--- src/rtl/mmio_dbus_pkg.sv ---
// mmio_dbus_pkg: shared widths, peripheral window base, register offsets and timer control bits
package mmio_dbus_pkg;

    localparam int BUS_W = 32;
    localparam logic [31:0] MMIO_BASE_DEF = 32'hFFFF_FF00;

    localparam logic [7:0] MMIO_GPIO_OUT  = 8'h00;
    localparam logic [7:0] MMIO_GPIO_IN   = 8'h04;
    localparam logic [7:0] MMIO_TMR_CTRL  = 8'h08;
    localparam logic [7:0] MMIO_TMR_PRESC = 8'h0C;
    localparam logic [7:0] MMIO_TMR_CMP   = 8'h10;
    localparam logic [7:0] MMIO_TMR_CNT   = 8'h14;
    localparam logic [7:0] MMIO_TMR_STAT  = 8'h18;
    localparam logic [7:0] MMIO_CYCLE     = 8'h1C;

    localparam int TMR_EN = 0;
    localparam int TMR_AR = 1;
    localparam int TMR_IE = 2;

endpackage

--- src/rtl/mmio_dbus_if.sv ---
// mmio_dbus_if: core-side data bus (address, store data, store strobe, load data)
interface mmio_dbus_if import mmio_dbus_pkg::*; #(
    parameter int DATA_W = BUS_W
);
    logic [DATA_W-1:0] addr;
    logic [DATA_W-1:0] wdata;
    logic              memwrite;
    logic [DATA_W-1:0] readdata;

    modport master (output addr, wdata, memwrite, input readdata);
    modport slave  (input addr, wdata, memwrite, output readdata);
endinterface

--- src/rtl/mmio_timer.sv ---
// mmio_timer: prescaled compare timer with sticky match flag, auto-reload/one-shot and irq
module mmio_timer import mmio_dbus_pkg::*; #(
    parameter int DATA_W  = BUS_W,
    parameter int PRESC_W = 16
) (
    input  logic               clk,
    input  logic               rst_n,
    input  logic               wr_ctrl,
    input  logic               wr_presc,
    input  logic               wr_cmp,
    input  logic               wr_cnt,
    input  logic               wr_stat,
    input  logic [DATA_W-1:0]  wdata,
    output logic [2:0]         ctrl,
    output logic [PRESC_W-1:0] presc,
    output logic [DATA_W-1:0]  cmp,
    output logic [DATA_W-1:0]  cnt,
    output logic               stat,
    output logic               irq
);
    logic [PRESC_W-1:0] pcnt;
    logic               tick;
    logic               match;

    assign tick  = ctrl[TMR_EN] && pcnt == presc;
    assign match = tick && cnt == cmp;
    assign irq   = stat & ctrl[TMR_IE];

    // Prescale counter: restarts on tick, when disabled, or on any CTRL/PRESC write
    always_ff @(posedge clk or negedge rst_n)
        if (!rst_n)
            pcnt <= '0;
        else
            pcnt <= (wr_ctrl || wr_presc || !ctrl[TMR_EN] || tick) ? '0 : pcnt + 1'b1;

    // Timer registers: software writes win over tick updates; a new match wins over W1C
    always_ff @(posedge clk or negedge rst_n)
        if (!rst_n) begin
            ctrl  <= '0;
            presc <= '0;
            cmp   <= '0;
            cnt   <= '0;
            stat  <= 1'b0;
        end else begin
            ctrl  <= wr_ctrl ? wdata[2:0] : (match && !ctrl[TMR_AR]) ? ctrl & 3'b110 : ctrl;
            presc <= wr_presc ? wdata[PRESC_W-1:0] : presc;
            cmp   <= wr_cmp ? wdata : cmp;
            cnt   <= wr_cnt ? wdata : match ? (ctrl[TMR_AR] ? '0 : cnt) : tick ? cnt + 1'b1 : cnt;
            stat  <= match | (stat & ~(wr_stat & wdata[0]));
        end

endmodule

--- src/rtl/mmio_dbus.sv ---
// mmio_dbus: data-side bus stage splitting accesses between RAM and a GPIO/timer/cycle MMIO window
module mmio_dbus import mmio_dbus_pkg::*; #(
    parameter int                DATA_W    = BUS_W,
    parameter logic [DATA_W-1:0] MMIO_BASE = MMIO_BASE_DEF,
    parameter int                GPIO_W    = 8,
    parameter int                PRESC_W   = 16
) (
    input  logic              clk,
    input  logic              rst_n,
    mmio_dbus_if.slave        bus,
    input  logic [DATA_W-1:0] ram_rdata,
    output logic              ram_we,
    input  logic [GPIO_W-1:0] gpio_in,
    output logic [GPIO_W-1:0] gpio_out,
    output logic              irq
);
    logic               hit;
    logic               we;
    logic [7:0]         off;
    logic               unused_addr;
    logic [GPIO_W-1:0]  sync1;
    logic [GPIO_W-1:0]  sync2;
    logic [DATA_W-1:0]  cycle;
    logic [DATA_W-1:0]  mmio_rdata;
    logic [2:0]         tmr_ctrl;
    logic [PRESC_W-1:0] tmr_presc;
    logic [DATA_W-1:0]  tmr_cmp;
    logic [DATA_W-1:0]  tmr_cnt;
    logic               tmr_stat;

    assign hit          = bus.addr[DATA_W-1:8] == MMIO_BASE[DATA_W-1:8];
    assign off          = {bus.addr[7:2], 2'b00};
    assign unused_addr  = ^bus.addr[1:0];
    assign we           = bus.memwrite & hit;
    assign ram_we       = bus.memwrite & ~hit;
    assign bus.readdata = hit ? mmio_rdata : ram_rdata;

    // GPIO output register and two-flop input synchronizer
    always_ff @(posedge clk or negedge rst_n)
        if (!rst_n) begin
            gpio_out <= '0;
            sync1    <= '0;
            sync2    <= '0;
        end else begin
            if (we && off == MMIO_GPIO_OUT)
                gpio_out <= bus.wdata[GPIO_W-1:0];
            sync1 <= gpio_in;
            sync2 <= sync1;
        end

    // Free-running cycle counter, wraps naturally
    always_ff @(posedge clk or negedge rst_n)
        if (!rst_n)
            cycle <= '0;
        else
            cycle <= cycle + 1'b1;

    mmio_timer #(
        .DATA_W  (DATA_W),
        .PRESC_W (PRESC_W)
    ) u_timer (
        .clk      (clk),
        .rst_n    (rst_n),
        .wr_ctrl  (we && off == MMIO_TMR_CTRL),
        .wr_presc (we && off == MMIO_TMR_PRESC),
        .wr_cmp   (we && off == MMIO_TMR_CMP),
        .wr_cnt   (we && off == MMIO_TMR_CNT),
        .wr_stat  (we && off == MMIO_TMR_STAT),
        .wdata    (bus.wdata),
        .ctrl     (tmr_ctrl),
        .presc    (tmr_presc),
        .cmp      (tmr_cmp),
        .cnt      (tmr_cnt),
        .stat     (tmr_stat),
        .irq      (irq)
    );

    // Register read mux; unmapped offsets and unused high bits read 0
    always_comb begin
        mmio_rdata = '0;
        case (off)
            MMIO_GPIO_OUT:  mmio_rdata[GPIO_W-1:0]  = gpio_out;
            MMIO_GPIO_IN:   mmio_rdata[GPIO_W-1:0]  = sync2;
            MMIO_TMR_CTRL:  mmio_rdata[2:0]         = tmr_ctrl;
            MMIO_TMR_PRESC: mmio_rdata[PRESC_W-1:0] = tmr_presc;
            MMIO_TMR_CMP:   mmio_rdata              = tmr_cmp;
            MMIO_TMR_CNT:   mmio_rdata              = tmr_cnt;
            MMIO_TMR_STAT:  mmio_rdata[0]           = tmr_stat;
            MMIO_CYCLE:     mmio_rdata              = cycle;
            default:        mmio_rdata              = '0;
        endcase
    end

endmodule

--- src/flat_wrapper.sv ---
// flat-port wrapper written by rule: the top's interface ports become plain ports
module mmio_dbus_flat import mmio_dbus_pkg::*;
#(
    parameter int                DATA_W    = BUS_W,
    parameter logic [DATA_W-1:0] MMIO_BASE = MMIO_BASE_DEF,
    parameter int                GPIO_W    = 8,
    parameter int                PRESC_W   = 16
)
  (clk, rst_n, ram_rdata, ram_we, gpio_in, gpio_out, irq, bus_addr, bus_wdata, bus_memwrite, bus_readdata);
  mmio_dbus_if #(.DATA_W(DATA_W)) bus_i ();
  input  logic clk;
  input  logic rst_n;
  input  logic [DATA_W-1:0] ram_rdata;
  output logic ram_we;
  input  logic [GPIO_W-1:0] gpio_in;
  output logic [GPIO_W-1:0] gpio_out;
  output logic irq;
  input wire logic [$bits(bus_i.addr)-1:0] bus_addr;
  input wire logic [$bits(bus_i.wdata)-1:0] bus_wdata;
  input wire logic [$bits(bus_i.memwrite)-1:0] bus_memwrite;
  output wire logic [$bits(bus_i.readdata)-1:0] bus_readdata;
  assign bus_i.addr = bus_addr;
  assign bus_i.wdata = bus_wdata;
  assign bus_i.memwrite = bus_memwrite;
  assign bus_readdata = bus_i.readdata;
  mmio_dbus #(.DATA_W(DATA_W), .MMIO_BASE(MMIO_BASE), .GPIO_W(GPIO_W), .PRESC_W(PRESC_W)) u_core (.clk(clk), .rst_n(rst_n), .bus(bus_i), .ram_rdata(ram_rdata), .ram_we(ram_we), .gpio_in(gpio_in), .gpio_out(gpio_out), .irq(irq));
endmodule
--- config.mk ---
export PLATFORM = sky130hd
export DESIGN_NAME = mmio_dbus_flat
export DESIGN_NICKNAME = d
export VERILOG_FILES = /design/src/rtl/mmio_dbus_pkg.sv /design/src/rtl/mmio_dbus_if.sv /design/src/rtl/mmio_timer.sv /design/src/rtl/mmio_dbus.sv /design/src/flat_wrapper.sv
export SDC_FILE = /design/constraint.sdc
export NUM_CORES = 1
export LEC_CHECK = 0
export CAP_MARGIN = 20
export CORE_MARGIN = 1
export CORE_UTILIZATION = 58
export DETAILED_ROUTE_END_ITERATION = 7
export PLACE_DENSITY = 0.95
export SETUP_SLACK_MARGIN = 0.05
export SLEW_MARGIN = 25
export SYNTH_ARGS = -nofsm -noshare
export SYNTH_HDL_FRONTEND = slang
export SYNTH_SLANG_ARGS = --single-unit
--- constraint.sdc ---
create_clock -name clk -period 5.7 [get_ports clk]
set_input_delay 0.855 -clock clk [delete_from_list [all_inputs] [get_ports clk]]
set_output_delay 0.855 -clock clk [all_outputs]
set_load 0.005 [all_outputs]
== After elaboration in Yosys (flattened, before gate mapping) ==
Cells that the tools add are included.
Storage, ports and cells
  logic and storage cells: 64
  register bits: 156
  output and inout port bits: 42
  bits of input ports: 107
Operators by class
  reductions and logical operators: 18
  add/subtract/negate cells: 3
  eq/ne operators: 11
  multiplexer cells: 13
  bitwise operators: 8
Operators with widths (count)
  32-bit two-way mux: 5
  32-bit by 1-bit adder with 32-bit output, second input constant: 2
  16-bit case mux with 3 select lines: 1
  32-bit == test: 1
  8-bit case mux with 4 select lines: 1
  5-bit case mux with 6 select lines: 1
  24-bit == test, second input constant: 1
  6-bit by 3-bit == test with 1-bit output, second input constant: 4
  16-bit by 1-bit adder with 16-bit output, second input constant: 1
  16-bit == test: 1
  16-bit two-way mux: 1
  2-bit case mux with 7 select lines: 1
  6-bit by 2-bit == test with 1-bit output, second input constant: 2
  1-bit logical AND: 9
  8-bit zero test: 1
  1-bit case mux with 8 select lines: 1
  6-bit by 1-bit == test with 1-bit output, second input constant: 1
  1-bit bitwise AND: 5
  1-bit logical OR: 3
  3-bit two-way mux: 1
  3-bit by 2-bit inequality test with 1-bit output, second input constant: 1
  3-bit nonzero test: 1
  1-bit zero test: 2
  1-bit NOT: 2
  other kinds (4): 4

== Logic depth before layout (Yosys ltp) ==
  depth after elaboration: 7
  gate-level depth with buffers: 9
  gate-level depth less buffers: 8

== By module ==
A second synthesis with hierarchy kept.
Second synthesis, totals
  cell total of the unflattened synthesis: 886
  area total of the unflattened synthesis: 9126.3 µm²
By module, submodules not included
  mmio_timer: cells each 518, times used 1, seq. area each 2502.4 µm², area each 5271.3 µm²
  mmio_dbus: cells each 368, times used 1, seq. area each 1401.3 µm², area each 3854.9 µm²

== Worst setup path before layout ==
No wires, ideal clock.
  path kind: input -> output
  start: in bus_addr[5]
  end: out bus_readdata[21]
  arrival time: 2.319 ns
  stages on the path: 7
  buffers on the path: 2
  data required time: 4.845 ns
  setup slack: 2.526 ns
  cells stage by stage: nor3_2 nand2b_1 nor2_1 clkbuf_1 clkbuf_1 a222oi_1 o21ai_0
Between the ends
  cells in the longest elaborated chain, start to end: 3
  elaborated cells on any way between the ends: 5
Ends and longest elaborated chain
  start, declared: line flat_wrapper.sv:18  | input wire logic [$bits(bus_i.addr)-1:0] bus_addr;
  6-bit by 3-bit == test with 1-bit output: line mmio_dbus.sv:81  | case (off)
  16-bit case mux with 3 select lines *: line mmio_dbus.sv:81
  32-bit two-way mux *: line mmio_dbus.sv:36  | assign bus.readdata = hit ? mmio_rdata : ram_rdata;
  end, declared: line flat_wrapper.sv:21  | output wire logic [$bits(bus_i.readdata)-1:0] bus_readdata;
Every way passes the cells marked *; elsewhere a longest branch is shown, timed or not.

== Worst setup path in the final report ==
  start: in bus_addr[4]
  end: out bus_readdata[8]
Between the ends
  cells in the longest elaborated chain, start to end: 3
  elaborated cells on any way between the ends: 6
Ends and longest elaborated chain (line)
  6-bit by 3-bit == test with 1-bit output or 6-bit by 2-bit == test with 1-bit output (tied branches): mmio_dbus.sv:81
  8-bit case mux with 4 select lines *: mmio_dbus.sv:81
  32-bit two-way mux *: mmio_dbus.sv:36
Marks and branches as above.

==> results.ini <==
[route]
vias=8224
post_drt_via_cell_ratio=6.87
ant_nets=0
route.detailed.wl_per_inst_um=22.7
drt-total-wl_mm=27.2
drt_pass1_iterations=8
drt_first_iter_violations=1174
drt_drc_violations_left=2

[power]
netSwitchingFraction_pct=25.8
total_power_uw=2430
power_frac_seq_pct=46.0
comb_power_share_pct=6.7
vdd.ir_drop.worst_mv=0.231
p_sw_uw=626
power.leakage_uw=0.00459
pwr-share-clk_pct=47.2
cell_internal_pwr_uw=1800
power.density_cell_area_mw_per_mm2=224

[yosys]
syn-num-nets=991
yosysTopAreaCell=sky130_fd_sc_hd__dfrtp_1
ys_ff_latch=156
synthFlopType=sky130_fd_sc_hd__dfrtp_1
yosys.cell_types.count=64
synth.yosys.warnings=0
mapped_avg_cell_area_um2=9.92
synth_edf_count=0
netlist_instances=881
part_of_the_yosys_area_used_for_sequential_elements_pct=44.7
synth_cell_area_mm2=0.00874
synth.area.top_cells=sky130_fd_sc_hd__dfrtp_1 45%, sky130_fd_sc_hd__mux2_2 7.2%, sky130_fd_sc_hd__xnor2_1 7.2%
synth-async-reset-ratio_pct=100
synth_top_area_share_pct=44.7

[cts]
cts_made_buffers=17
worst_skew_pair.late_latency_ns=0.44
postCtsHoldBufs=0
path_clk_slew_ns=0.07
cts-root-to-sink-buffers=2
count_of_instances_resized_after_the_clock_tree_is_built=0
clk_root_buffer_cell=sky130_fd_sc_hd__clkbuf_16
cts-htree-levels=4
post-cts-setup-buffer-count=0
tritoncts_clock_tree=yes
clock-sinks=156

[final_layout]
finish.utilization_pct=74.3
final_design_area_no_fill_mm2=0.0108
fill_cells=935
nets=1110
area_growth_pct=24.0
post_route_cells_drive_above_1_share_pct=12.4
final-seq-area_mm2=0.00390
multi_input_comb_area_mm2=0.00450
num_antenna_cells=0

[worst_setup_path]
worstSetupEndpointType=primary output
worst-r2r-setup-slack_ns=2.37
r2r_path_start=u_core.u_timer.cnt[7]
path_max_fanout=17
timing.critical_path.to=bus_readdata[8]
cp_data_required_time_ns=4.85
setup.worst_path.start=bus_addr[4]
register_to_register_path_depth=7
worstPathArrival_ns=3.97
worst_r2r_endpoint=u_core.u_timer.cnt[24]
crit_path_launch_type=input pin
critical_path_class=in2out

[place]
hpwl_after_detailed_placement_mm=18.2
placement.cell_area_mm2=0.0102
finalWeightedCongestion=0.903
io_buffer_count=146

[outcome]
violated_checks=DRC
status=complete, but fails checks

[timing]
timing.max_slew.rel_slack_pct=39.4
max_freq_mhz=207
finalCriticalPeriod_ns=4.82
final-setup-viol-count=0
fin_skew_ns=0.0118
post-route-period-util_pct=84.6
worst_slew_pin_slew_ns=0.910
finalHoldViolations=0
setup_repair_after_global_routing_missed_its_margin=false
tns_ns=0
drv_slew=0

[die]
die-height_um=125
i_o_pins=149
die_area_mm2=0.0156
floorplan.initialDensity_pct=59.9
core_area_mm2=0.0146
fp-row-count=44
die_w_um=125

[global_routing]
grt_usage_pct=35.7
antenna_found_initial=0
grt_max_degree=109
first_global_vias=7983
grt_pass1_wl_mm=43.0
overflow=0

[worst_hold_path]
worst_hold_check_path_type=reg2reg

[run]
max_cap_violations=0

-- power groups by stage --
stage                     sequential (µW)  clock (µW)  combinational [µW]
after floorplan                      1140           0                29.3
after global placement               1140           0                 158
after detailed placement             1140           0                 161
after CTS                            1120        1150                 164
after global routing                 1120        1200                 175
final                                1120        1150                 164
-- critical path, cell delays in order --
cell	delay, ns
sky130_fd_sc_hd__clkdlybuf4s50_1	0.79
sky130_fd_sc_hd__nand2b_1	0.22
sky130_fd_sc_hd__nor2_2	0.74
sky130_fd_sc_hd__buf_4	0.37
sky130_fd_sc_hd__a22oi_1	0.12
sky130_fd_sc_hd__nand2_1	0.19
sky130_fd_sc_hd__a22o_1	0.16
sky130_fd_sc_hd__clkdlybuf4s50_1	0.50
-- stage by stage --
stage | std cells | worst slack (ns) | hold WS [ns]
after floorplan | 881 | 2.53 | 0.331
after global placement | 1165 | 1.09 | 0.334
after detailed placement | 1165 | 1.03 | 0.335
after CTS | 1197 | 0.954 | 0.353
after global routing | 1197 | 0.784 | 0.354
final | 1197 | 0.880 | 0.351
-- per-layer routing --
layer	wire [µm]	vias to the layer above	global-route usage [%]
met4	1480	0	18.1
met1	9820	3924	44.2
li1	-	3482	-
met3	2890	138	7.99
met5	0	-	0
met2	13000	680	58.7
-- cell type report --
class / instances / share of cell area [%]
multi-input cells: 656 / 41.6
inverters: 12 / 0.416
well taps: 184 / 2.12
clock inverters: 15 / 1.67
flip-flops and latches: 156 / 36.0
repair buffers: 157 / 14.3
clock buffers: 17 / 3.93
-- how the worst min path moves through the flow --
stage               slack [ns]              end  cells past startpoint            start
global route              0.35  u_core.sync2[1]                      0  u_core.sync1[1]
CTS                       0.35  u_core.sync2[1]                      0  u_core.sync1[1]
finish                    0.35  u_core.sync2[1]                      0  u_core.sync1[1]
global placement          0.33  u_core.sync2[3]                      0  u_core.sync1[3]
floorplan                 0.33  u_core.sync2[0]                      0  u_core.sync1[0]
detailed placement        0.33  u_core.sync2[5]                      0  u_core.sync1[5]
-- Yosys cell counts, types with 2 or more instances --
master,instances
sky130_fd_sc_hd__a21o_1,4
sky130_fd_sc_hd__a21oi_1,25
sky130_fd_sc_hd__a221oi_1,7
sky130_fd_sc_hd__a222oi_1,18
sky130_fd_sc_hd__a22o_1,9
sky130_fd_sc_hd__a22oi_1,39
sky130_fd_sc_hd__a32oi_1,4
sky130_fd_sc_hd__and2_1,11
sky130_fd_sc_hd__and3_1,15
sky130_fd_sc_hd__and4_1,5
sky130_fd_sc_hd__buf_1,3
sky130_fd_sc_hd__buf_2,15
sky130_fd_sc_hd__buf_4,2
sky130_fd_sc_hd__buf_6,7
sky130_fd_sc_hd__clkbuf_1,29
sky130_fd_sc_hd__dfrtp_1,156
sky130_fd_sc_hd__ha_1,3
sky130_fd_sc_hd__inv_1,12
sky130_fd_sc_hd__mux2_2,56
sky130_fd_sc_hd__mux2i_1,4
sky130_fd_sc_hd__nand2_1,101
sky130_fd_sc_hd__nand2b_1,4
sky130_fd_sc_hd__nand3_1,50
sky130_fd_sc_hd__nand4_1,39
sky130_fd_sc_hd__nand4b_1,2
sky130_fd_sc_hd__nor2_1,40
sky130_fd_sc_hd__nor2b_1,2
sky130_fd_sc_hd__nor3_1,18
sky130_fd_sc_hd__nor3_2,3
sky130_fd_sc_hd__nor3b_1,2
sky130_fd_sc_hd__nor4_1,6
sky130_fd_sc_hd__nor4_2,3
sky130_fd_sc_hd__nor4_4,2
sky130_fd_sc_hd__o211ai_1,4
sky130_fd_sc_hd__o21a_1,3
sky130_fd_sc_hd__o21ai_0,41
sky130_fd_sc_hd__o21ai_1,10
sky130_fd_sc_hd__o22ai_1,2
sky130_fd_sc_hd__o31ai_1,2
sky130_fd_sc_hd__o41ai_1,3
sky130_fd_sc_hd__or2_2,4
sky130_fd_sc_hd__or3_1,4
sky130_fd_sc_hd__xnor2_1,72
sky130_fd_sc_hd__xnor2_2,3
sky130_fd_sc_hd__xor2_1,18
-- sequential cells by signal, summed over array words and instances (netlist names) --
signal / cells
u_core.cycle: 32
u_core.gpio_out: 8
u_core.sync1: 8
u_core.sync2: 8
u_core.u_timer.cmp: 32
u_core.u_timer.cnt: 32
u_core.u_timer.ctrl: 3
u_core.u_timer.pcnt: 16
u_core.u_timer.presc: 16
u_core.u_timer.stat: 1
-- cells in the final DEF, fill, tap and decap left out, drive strengths merged, types with 25 or more instances in the layout --
cell type / count
nor2: 41
o21ai: 51
a22oi: 39
dfrtp: 156
nand2: 102
nand4: 39
xnor2: 75
mux2: 56
a21oi: 25
nand3: 51
clkdlybuf4s50: 145
-- cell families (layout without fill, tap and decap cells) --
family / count (synthesis) / count (layout) / share of synthesized area [%]
AO/OA/AOI/OAI: 183 / 183 / 14.9
adder cells (fa/ha/maj): 3 / 3 / 0.430
buffers and inverters: 69 / 201 / 3.88
multiplexers: 60 / 60 / 7.68
XOR/XNOR: 93 / 93 / 9.58
AND/OR/NAND/NOR: 317 / 317 / 18.9
flip-flops: 156 / 156 / 44.7
Note: power is estimated with default switching activity, not from simulation.
